`src/rtl/obi_wb_pkg.sv`:
```
// Shared types and default region tables for OBI-to-Wishbone bridges.
// Latency: n/a (types and constants only).
// Backpressure: n/a.
package obi_wb_pkg;

  // Bus widths that the packed request/response structs are built on.
  // Bridges using these structs keep ADDR_W/DATA_W equal to these values.
  localparam int OBI_WB_AW = 32;
  localparam int OBI_WB_DW = 32;

  typedef enum logic [1:0] {
    IDLE = 2'd0,
    BUS  = 2'd1,
    RESP = 2'd2
  } bridge_state_e;

  typedef struct packed {
    logic [OBI_WB_AW-1:0]   addr;
    logic [OBI_WB_DW-1:0]   wdata;
    logic                   we;
    logic [OBI_WB_DW/8-1:0] sel;
  } wb_req_t;

  typedef struct packed {
    logic [OBI_WB_DW-1:0] rdata;
    logic                 err;
  } obi_rsp_t;

  // Default peripheral map: region 0 = 0xE0xx_xxxx, region 1 = 0xF0xx_xxxx,
  // both remapped to a zero-based 16 MB window. Index 0 sits in the LSBs.
  localparam int DEF_NUM_REGIONS = 2;
  localparam logic [DEF_NUM_REGIONS*OBI_WB_AW-1:0] DEF_REGION_BASE  = {32'hF000_0000, 32'hE000_0000};
  localparam logic [DEF_NUM_REGIONS*OBI_WB_AW-1:0] DEF_REGION_MASK  = {32'hFF00_0000, 32'hFF00_0000};
  localparam logic [DEF_NUM_REGIONS*OBI_WB_AW-1:0] DEF_REGION_REMAP = {32'h0000_0000, 32'h0000_0000};

endpackage

```
`src/rtl/obi_wb_addr_decode.sv`:
```
// Multi-region address decoder with per-region remap; lowest index wins on overlap.
// Latency: purely combinational, zero cycles.
// Backpressure: none; output follows i_addr.
// Ports: i_addr (incoming address), o_hit (some region matched),
//        o_region (winning region index), o_addr (remapped address, 0 on miss).
module obi_wb_addr_decode
  import obi_wb_pkg::*;
#(
  parameter int ADDR_W      = OBI_WB_AW,
  parameter int NUM_REGIONS = DEF_NUM_REGIONS,
  parameter int REG_W       = (NUM_REGIONS > 1) ? $clog2(NUM_REGIONS) : 1,
  parameter logic [NUM_REGIONS*ADDR_W-1:0] REGION_BASE  = DEF_REGION_BASE,
  parameter logic [NUM_REGIONS*ADDR_W-1:0] REGION_MASK  = DEF_REGION_MASK,
  parameter logic [NUM_REGIONS*ADDR_W-1:0] REGION_REMAP = DEF_REGION_REMAP
) (
  input  logic [ADDR_W-1:0] i_addr,
  output logic              o_hit,
  output logic [REG_W-1:0]  o_region,
  output logic [ADDR_W-1:0] o_addr
);

  // Scan from the highest index down so the lowest matching index is the
  // last assignment and therefore wins.
  always_comb begin
    o_hit    = 1'b0;
    o_region = '0;
    o_addr   = '0;
    for (int i = NUM_REGIONS - 1; i >= 0; i--) begin
      if ((i_addr & REGION_MASK[i*ADDR_W +: ADDR_W]) == REGION_BASE[i*ADDR_W +: ADDR_W]) begin
        o_hit    = 1'b1;
        o_region = REG_W'(i);
        o_addr   = REGION_REMAP[i*ADDR_W +: ADDR_W] | (i_addr & ~REGION_MASK[i*ADDR_W +: ADDR_W]);
      end
    end
  end

endmodule

```
`src/rtl/obi_wb_bridge_mr.sv`:
```
// OBI slave to Wishbone-classic master bridge with region decode, remap, bus errors and timeout.
// Latency: grant in cycle 0, cyc in cycle 1, rvalid one cycle after ack/err (unmapped: rvalid in cycle 1).
// Backpressure: one transaction outstanding; obi_gnt_o only in IDLE, so new requests wait until the response is done.
// Ports: clk_i/rst_i (sync active-high reset); obi_* OBI slave side (req/gnt, addr, we, be,
//        wdata, rvalid/rdata/err); wb_* Wishbone master side (addr, wdata, rdata, we, sel,
//        stb, cyc, ack, err); region_o index of the region being accessed while cyc is high.
module obi_wb_bridge_mr
  import obi_wb_pkg::*;
#(
  parameter int ADDR_W      = OBI_WB_AW,
  parameter int DATA_W      = OBI_WB_DW,
  parameter int NUM_REGIONS = DEF_NUM_REGIONS,
  parameter logic [NUM_REGIONS*ADDR_W-1:0] REGION_BASE  = DEF_REGION_BASE,
  parameter logic [NUM_REGIONS*ADDR_W-1:0] REGION_MASK  = DEF_REGION_MASK,
  parameter logic [NUM_REGIONS*ADDR_W-1:0] REGION_REMAP = DEF_REGION_REMAP,
  parameter int TIMEOUT_CYCLES = 255,
  localparam int REG_W = (NUM_REGIONS > 1) ? $clog2(NUM_REGIONS) : 1
) (
  input  logic                clk_i,
  input  logic                rst_i,
  input  logic                obi_req_i,
  output logic                obi_gnt_o,
  input  logic [ADDR_W-1:0]   obi_addr_i,
  input  logic                obi_we_i,
  input  logic [DATA_W/8-1:0] obi_be_i,
  input  logic [DATA_W-1:0]   obi_wdata_i,
  output logic                obi_rvalid_o,
  output logic [DATA_W-1:0]   obi_rdata_o,
  output logic                obi_err_o,
  output logic [ADDR_W-1:0]   wb_addr_o,
  output logic [DATA_W-1:0]   wb_wdata_o,
  input  logic [DATA_W-1:0]   wb_rdata_i,
  output logic                wb_we_o,
  output logic [DATA_W/8-1:0] wb_sel_o,
  output logic                wb_stb_o,
  output logic                wb_cyc_o,
  input  logic                wb_ack_i,
  input  logic                wb_err_i,
  output logic [REG_W-1:0]    region_o
);

  bridge_state_e     r_state, w_state_nxt;
  wb_req_t           r_req, w_req_nxt;
  obi_rsp_t          r_rsp, w_rsp_nxt;
  logic [REG_W-1:0]  r_region, w_region_nxt;

  logic              w_hit;
  logic [REG_W-1:0]  w_region;
  logic [ADDR_W-1:0] w_remap;
  logic              w_timeout;
  logic              w_in_bus;

  obi_wb_addr_decode #(
    .ADDR_W       (ADDR_W),
    .NUM_REGIONS  (NUM_REGIONS),
    .REG_W        (REG_W),
    .REGION_BASE  (REGION_BASE),
    .REGION_MASK  (REGION_MASK),
    .REGION_REMAP (REGION_REMAP)
  ) u_decode (
    .i_addr   (obi_addr_i),
    .o_hit    (w_hit),
    .o_region (w_region),
    .o_addr   (w_remap)
  );

  assign w_in_bus = (r_state == BUS);

  // Timeout counter: holds the number of BUS cycles already completed, so the
  // comparison against TIMEOUT_CYCLES-1 fires on the last allowed BUS cycle.
  generate
    if (TIMEOUT_CYCLES > 0) begin : g_timeout
      localparam int CNT_W = $clog2(TIMEOUT_CYCLES + 1);
      logic [CNT_W-1:0] r_cnt;

      always_ff @(posedge clk_i) begin
        if (rst_i || !w_in_bus || (w_state_nxt != BUS)) begin
          r_cnt <= '0;
        end else begin
          r_cnt <= r_cnt + CNT_W'(1);
        end
      end

      assign w_timeout = (r_cnt == CNT_W'(TIMEOUT_CYCLES - 1));
    end else begin : g_no_timeout
      assign w_timeout = 1'b0;
    end
  endgenerate

  always_comb begin
    w_state_nxt  = r_state;
    w_req_nxt    = r_req;
    w_rsp_nxt    = r_rsp;
    w_region_nxt = r_region;
    obi_gnt_o    = 1'b0;
    case (r_state)
      IDLE: begin
        // A request seen during reset would be dropped, so it is not granted.
        obi_gnt_o = obi_req_i & ~rst_i;
        if (obi_req_i) begin
          if (w_hit) begin
            w_req_nxt.addr  = w_remap;
            w_req_nxt.wdata = obi_wdata_i;
            w_req_nxt.we    = obi_we_i;
            w_req_nxt.sel   = obi_be_i;
            w_region_nxt    = w_region;
            w_state_nxt     = BUS;
          end else begin
            w_rsp_nxt.rdata = '0;
            w_rsp_nxt.err   = 1'b1;
            w_state_nxt     = RESP;
          end
        end
      end
      BUS: begin
        // Priority: slave error, then ack, then timeout.
        if (wb_err_i) begin
          w_rsp_nxt.rdata = '0;
          w_rsp_nxt.err   = 1'b1;
          w_state_nxt     = RESP;
        end else if (wb_ack_i) begin
          w_rsp_nxt.rdata = r_req.we ? '0 : wb_rdata_i;
          w_rsp_nxt.err   = 1'b0;
          w_state_nxt     = RESP;
        end else if (w_timeout) begin
          w_rsp_nxt.rdata = '0;
          w_rsp_nxt.err   = 1'b1;
          w_state_nxt     = RESP;
        end
      end
      RESP: begin
        w_state_nxt = IDLE;
      end
      default: begin
        w_state_nxt = IDLE;
      end
    endcase
  end

  always_ff @(posedge clk_i) begin
    if (rst_i) begin
      r_state  <= IDLE;
      r_req    <= '0;
      r_rsp    <= '0;
      r_region <= '0;
    end else begin
      r_state  <= w_state_nxt;
      r_req    <= w_req_nxt;
      r_rsp    <= w_rsp_nxt;
      r_region <= w_region_nxt;
    end
  end

  // we/sel are qualified by cyc so they drop on the same edge that ends the cycle.
  assign wb_cyc_o     = w_in_bus;
  assign wb_stb_o     = w_in_bus;
  assign wb_addr_o    = r_req.addr;
  assign wb_wdata_o   = r_req.wdata;
  assign wb_we_o      = r_req.we & w_in_bus;
  assign wb_sel_o     = r_req.sel & {(DATA_W/8){w_in_bus}};
  assign region_o     = r_region;
  assign obi_rvalid_o = (r_state == RESP);
  assign obi_rdata_o  = r_rsp.rdata;
  assign obi_err_o    = r_rsp.err;

endmodule

```
`config.mk`:
```
export PLATFORM = sky130hd
export DESIGN_NAME = obi_wb_bridge_mr
export DESIGN_NICKNAME = d
export VERILOG_FILES = /design/src/rtl/obi_wb_pkg.sv /design/src/rtl/obi_wb_addr_decode.sv /design/src/rtl/obi_wb_bridge_mr.sv
export SDC_FILE = /design/constraint.sdc
export NUM_CORES = 1
export LEC_CHECK = 0
export BUFFER_PORTS_ARGS = -buffer_cell sky130_fd_sc_hd__buf_2
export CAP_MARGIN = 10
export CELL_PAD_IN_SITES_DETAIL_PLACEMENT = 1
export CELL_PAD_IN_SITES_GLOBAL_PLACEMENT = 2
export CORE_MARGIN = 2
export CORE_UTILIZATION = 27
export CTS_CLUSTER_DIAMETER = 30
export DETAILED_ROUTE_END_ITERATION = 16
export PLACE_DENSITY_LB_ADDON = 0.1
export SYNTH_ARGS = -nofsm -noshare
export SYNTH_HDL_FRONTEND = slang
export SYNTH_SLANG_ARGS = --single-unit
```
`constraint.sdc`:
```
create_clock -name clk_i -period 4.3 [get_ports clk_i]
set_clock_uncertainty 0.05 [all_clocks]
set_input_delay 1.29 -clock clk_i [delete_from_list [all_inputs] [get_ports clk_i]]
set_output_delay 1.29 -clock clk_i [all_outputs]
set_load 0.05 [all_outputs]
```
* After elaboration in Yosys (flattened, before gate mapping)
Cells that the tools add are included.
** Cells by class
- Add/sub/neg operators :: 1
- Equal/unequal tests :: 9
- Multiplexer cells :: 19
- Bitwise logic cells :: 4
- Reduce and logical (&&, ||, !) cells :: 7
** Operators by type and width (count)
- $mux W33 :: 5
- $pmux W33 S2 :: 1
- $mux W32 :: 2
- $eq A8 B8 Y1 const B :: 3
- $mux W24 :: 1
- $mux W2 :: 5
- $add A8 B1 Y8 const B :: 1
- $and A4 B4 Y4 :: 1
- $mux W1 :: 4
- $ne A2 B2 Y1 const B :: 2
- $ne A4 B4 Y1 const B :: 1
- $pmux W2 S2 :: 1
- $reduce_and A4 Y1 :: 1
- $reduce_and A3 Y1 :: 1
- $and A1 B1 Y1 :: 2
- $eq A2 B1 Y1 const B :: 1
- $eq A2 B2 Y1 const B :: 1
- $logic_not A2 Y1 :: 1
- $logic_or A1 B1 Y1 :: 2
- $ne A2 B1 Y1 const B :: 1
- $reduce_bool A2 Y1 :: 1
- $logic_not A1 Y1 :: 1
- $not A1 Y1 :: 1
** Word-level totals
- Bits in registers :: 113
- Input bits :: 106
- Logic and storage cells :: 49

* Logic depth before layout (Yosys ltp)
- Word-level depth :: 8
- Depth in mapped cells :: 7

* Modules after synthesis
A second synthesis with hierarchy kept.
** Unflattened totals
- Cells, all modules :: 665
- Area total of the unflattened synthesis :: 5370.2 sq um
** By module, submodules not included
- obi_wb_bridge_mr :: times used 1, cells an instance 622, area an instance 5014.8 sq um, sequential area each 2262.2 sq um
- obi_wb_addr_decode :: times used 1, cells an instance 43, area an instance 355.3 sq um, sequential area each 0.0 sq um

* Worst setup path before layout
Ideal clock, no wire load.
- Kind :: input to output
- Start :: input port obi_req_i
- End :: output port obi_gnt_o
- Arrival :: 2.328 ns
- Setup slack :: 0.632 ns
- Cell stages on the path :: 2
- Path buffers :: 0
- Path through :: or3b_4 > nor2_1
** On the way
- Cells in the longest elaborated chain, start to end :: 2
** Ends and longest elaborated chain
- start, declared :: RTL line obi_wb_bridge_mr.sv:21 : input logic obi_req_i,
- $and A1 B1 Y1 :: RTL line obi_wb_bridge_mr.sv:99 : obi_gnt_o = obi_req_i & ~rst_i;
- $mux W1 :: RTL line obi_wb_bridge_mr.sv:96 : case (r_state)
- end, declared :: RTL line obi_wb_bridge_mr.sv:22 : output logic obi_gnt_o,
Every way passes these cells.

* Final worst setup path
Same ends and word-level chain as after synthesis.

==> flow_summary_export.csv <==
group,metric,value,unit
run_status,status,"complete, no violations",
synthesis,synth.distinct_cells,37,
finish,fin_area,5160,µm²
finish,drive_gt1_share,37.8,%
route,route.vias.total,3521,
synthesis,ys.flop_type,"dfxtp_1",
finish,fin_util,33.9,%
sta,post-route-period-util,81.1,%
die,fp.dieH,129,µm
critical_path,cp-endpoint,"obi_gnt_o",
synthesis,synthesis.area,4210,µm²
synthesis,synth_area_leader_cell,"dfxtp_1",
synthesis,synth_seq_cells,105,
sta,setup_viol,0,
synthesis,synth-warning-count,0,
power,swShare,22.8,%
route,viasPerCell,4.39,
critical_path,critPathArrivalTime,2150,ps
die,ios,213,
clock_network,cts_buffers,9,
clock_network,post_cts_buffers,0,
power,total_power,1.84,mW
critical_path,cp_max_fo,2,
route,routed_wirelength,12.0,mm
worst_hold_path,min_path_type,"flop to flop",
sta,finalHoldViolCount,0,
power,p_int,1.42,mW
synthesis,synth_most_common_cell,"nand2_1",
power,p_leak,2.35,nW
power,sequentialPowerShare,53.0,%
route,ant_nets,0,
clock_network,cts.sinks,105,
sta,period_needed,3490,ps
clock_network,cts_tree,"yes",
placement,placedInstanceArea,4890,µm²
finish,instances_no_fill,802,
sta,setup_ws,811,ps
route,firstDrtPassIters,4,
global_routing,grt_pass1_vias,3560,
global_routing,grt_pass1_wl,18.1,mm
critical_path,crit-reg2reg-launch,"g_timeout.r_cnt[0]",
die,fp.coreArea,15200,µm²
critical_path,critical_path_required,2960,ps
clock_network,cts_root_buf,"clkbuf_16",
synthesis,synth_edf_count,0,
synthesis,synth_commonest_cells,"nand2_1, dfxtp_1, buf_4",
placement,pre_cts_slack,821,ps
sta,rsz0062_at_grt,"no",
placement,gp_congestion,0.714,
clock_network,cts_buffer_depth,2,
route,detail_route.wl_per_cell,15.0,µm
global_routing,antenna_found_initial,2,
sta,hold_slack,402,ps
sta,tightestPinTransition,791,ps
synthesis,syn_inst,476,
global_routing,track_usage,14.2,%
critical_path,cp-startpoint,"obi_req_i",
die,initial_core_util,27.7,%
finish,fin_nets,717,
sta,drv_slew,0,
power,p_per_area,357,nW/µm²
placement,placed_cells,786,
critical_path,endpoint_kind,"output port",
clock_network,insertion_delay,340,ps
power,peakVddDrop,0.000158,V
route,drt_iter0_drc,125,
finish,syn_to_final_growth,22.5,%
placement,post-dp-hpwl,8.58,mm
sta,finalSetupTns,0,ps
global_routing,grt_max_degree,69,
clock_network,cts_resized,0,
critical_path,start_kind,"primary input",
sta,slew_headroom,47.2,%
global_routing,grt.overflow.total,0,
clock_network,cts.clk_slew.worst_paths,70,ps
sta,max_freq,287,MHz
critical_path,reg2reg_depth,7,
flow_run,cap_violations,0,
critical_path,timing.rr.end,"obi_rdata_o[20]",
clock_network,ctsHoldBuffers,0,
die,die_area,16600,µm²
placement,io_buffer_count,204,
synthesis,synth.area.top_cells,"dfxtp_1, buf_4, nand2_1",
die,rows,45,
synthesis,avgSynthCellArea,8.85,µm²
synthesis,synth_async_sr_flop_share,0,%
power,power.share.clock,41.1,%
critical_path,timing_worst_setup_path_type,"primary input to output port",
clock_network,cts_max_level,3,
power,p_switching,0.420,mW
die,die_w,129,µm
route,drc,0,
power,combPwrFrac,5.9,%
critical_path,r2r_slack,2440,ps
synthesis,synth_top_area_share,49.9,%
synthesis,ys_seq_area_share,49.9,%
-- worst min-delay path by stage --
stage	startpoint	end	slack [ps]	depth (start not counted)
after floorplan	r_req[0]	r_req[0]	380	2
final	wb_wdata_o[18]	wb_wdata_o[18]	400	2
after global placement	wb_wdata_o[18]	wb_wdata_o[18]	390	2
after CTS	wb_addr_o[10]	wb_addr_o[10]	400	2
after global routing	wb_wdata_o[17]	wb_wdata_o[17]	420	2
after detailed placement	wb_addr_o[10]	wb_addr_o[10]	390	2
-- placed cells by master, fill, tap and decap left out, types with 5 or more instances in the layout --
cell type	Yosys	routed
nor2_1	15	15
and2_1	5	5
buf_2	2	204
nand2_1	126	126
a21oi_1	63	63
conb_1	1	8
dfxtp_1	105	105
a22o_1	30	30
clkbuf_16	0	9
-- worst max-delay path: stages --
cell	delay (ps)
buf_2	90
or3b_4	390
nor2_1	110
buf_2	270
-- layout make-up --
type                    count  area [µm²]
multi-input cells         280        1470
inverters                   4        15.0
well taps                 188         235
repair buffers            209        1070
clock inverters             3        17.5
clock buffers              12         246
flip-flops and latches    105        2100
fillers                  1861       10000
diodes                      1        2.50
-- power groups by stage --
stage	Clock, mW	Combinational [mW]	Sequential, mW
2_1_floorplan	0	0.0591	1.00
3_3_place_gp	0	0.110	0.998
3_5_place_dp	0	0.111	0.999
4_1_cts	0.794	0.112	0.976
5_1_grt	0.831	0.119	0.976
6_report	0.757	0.109	0.976
-- flip-flops by register name, summed over array words and instances (netlist names) --
signal / flops
wb_addr_o: 24
r_state: 2
g_timeout.r_cnt: 8
r_req: 5
wb_wdata_o: 32
region_o: 1
obi_rdata_o: 32
obi_err_o: 1
-- logic make-up after synthesis --
family / share of synthesized area (%)
DFF: 49.9
adders and majority gates: 0.594
buffers and inverters: 15.9
xor gates and xnor gates: 1.25
and+or+nand+nor: 16.5
other: 0.0890
AOI/OAI and AO/OA: 15.7
-- per-layer routing --
layer / vias to the layer above / wire, µm / global-route usage [%] / part of all wire [%]
li1: 1750 / - / - / -
met1: 1658 / 4980 / 16.3 / 41
met2: 103 / 6100 / 24.5 / 51
met3: 10 / 782 / 5.28 / 6.5
met4: 0 / 169 / 4.80 / 1.4
met5: - / 0 / 0 / 0
Note: power is estimated with default switching activity, not from simulation.
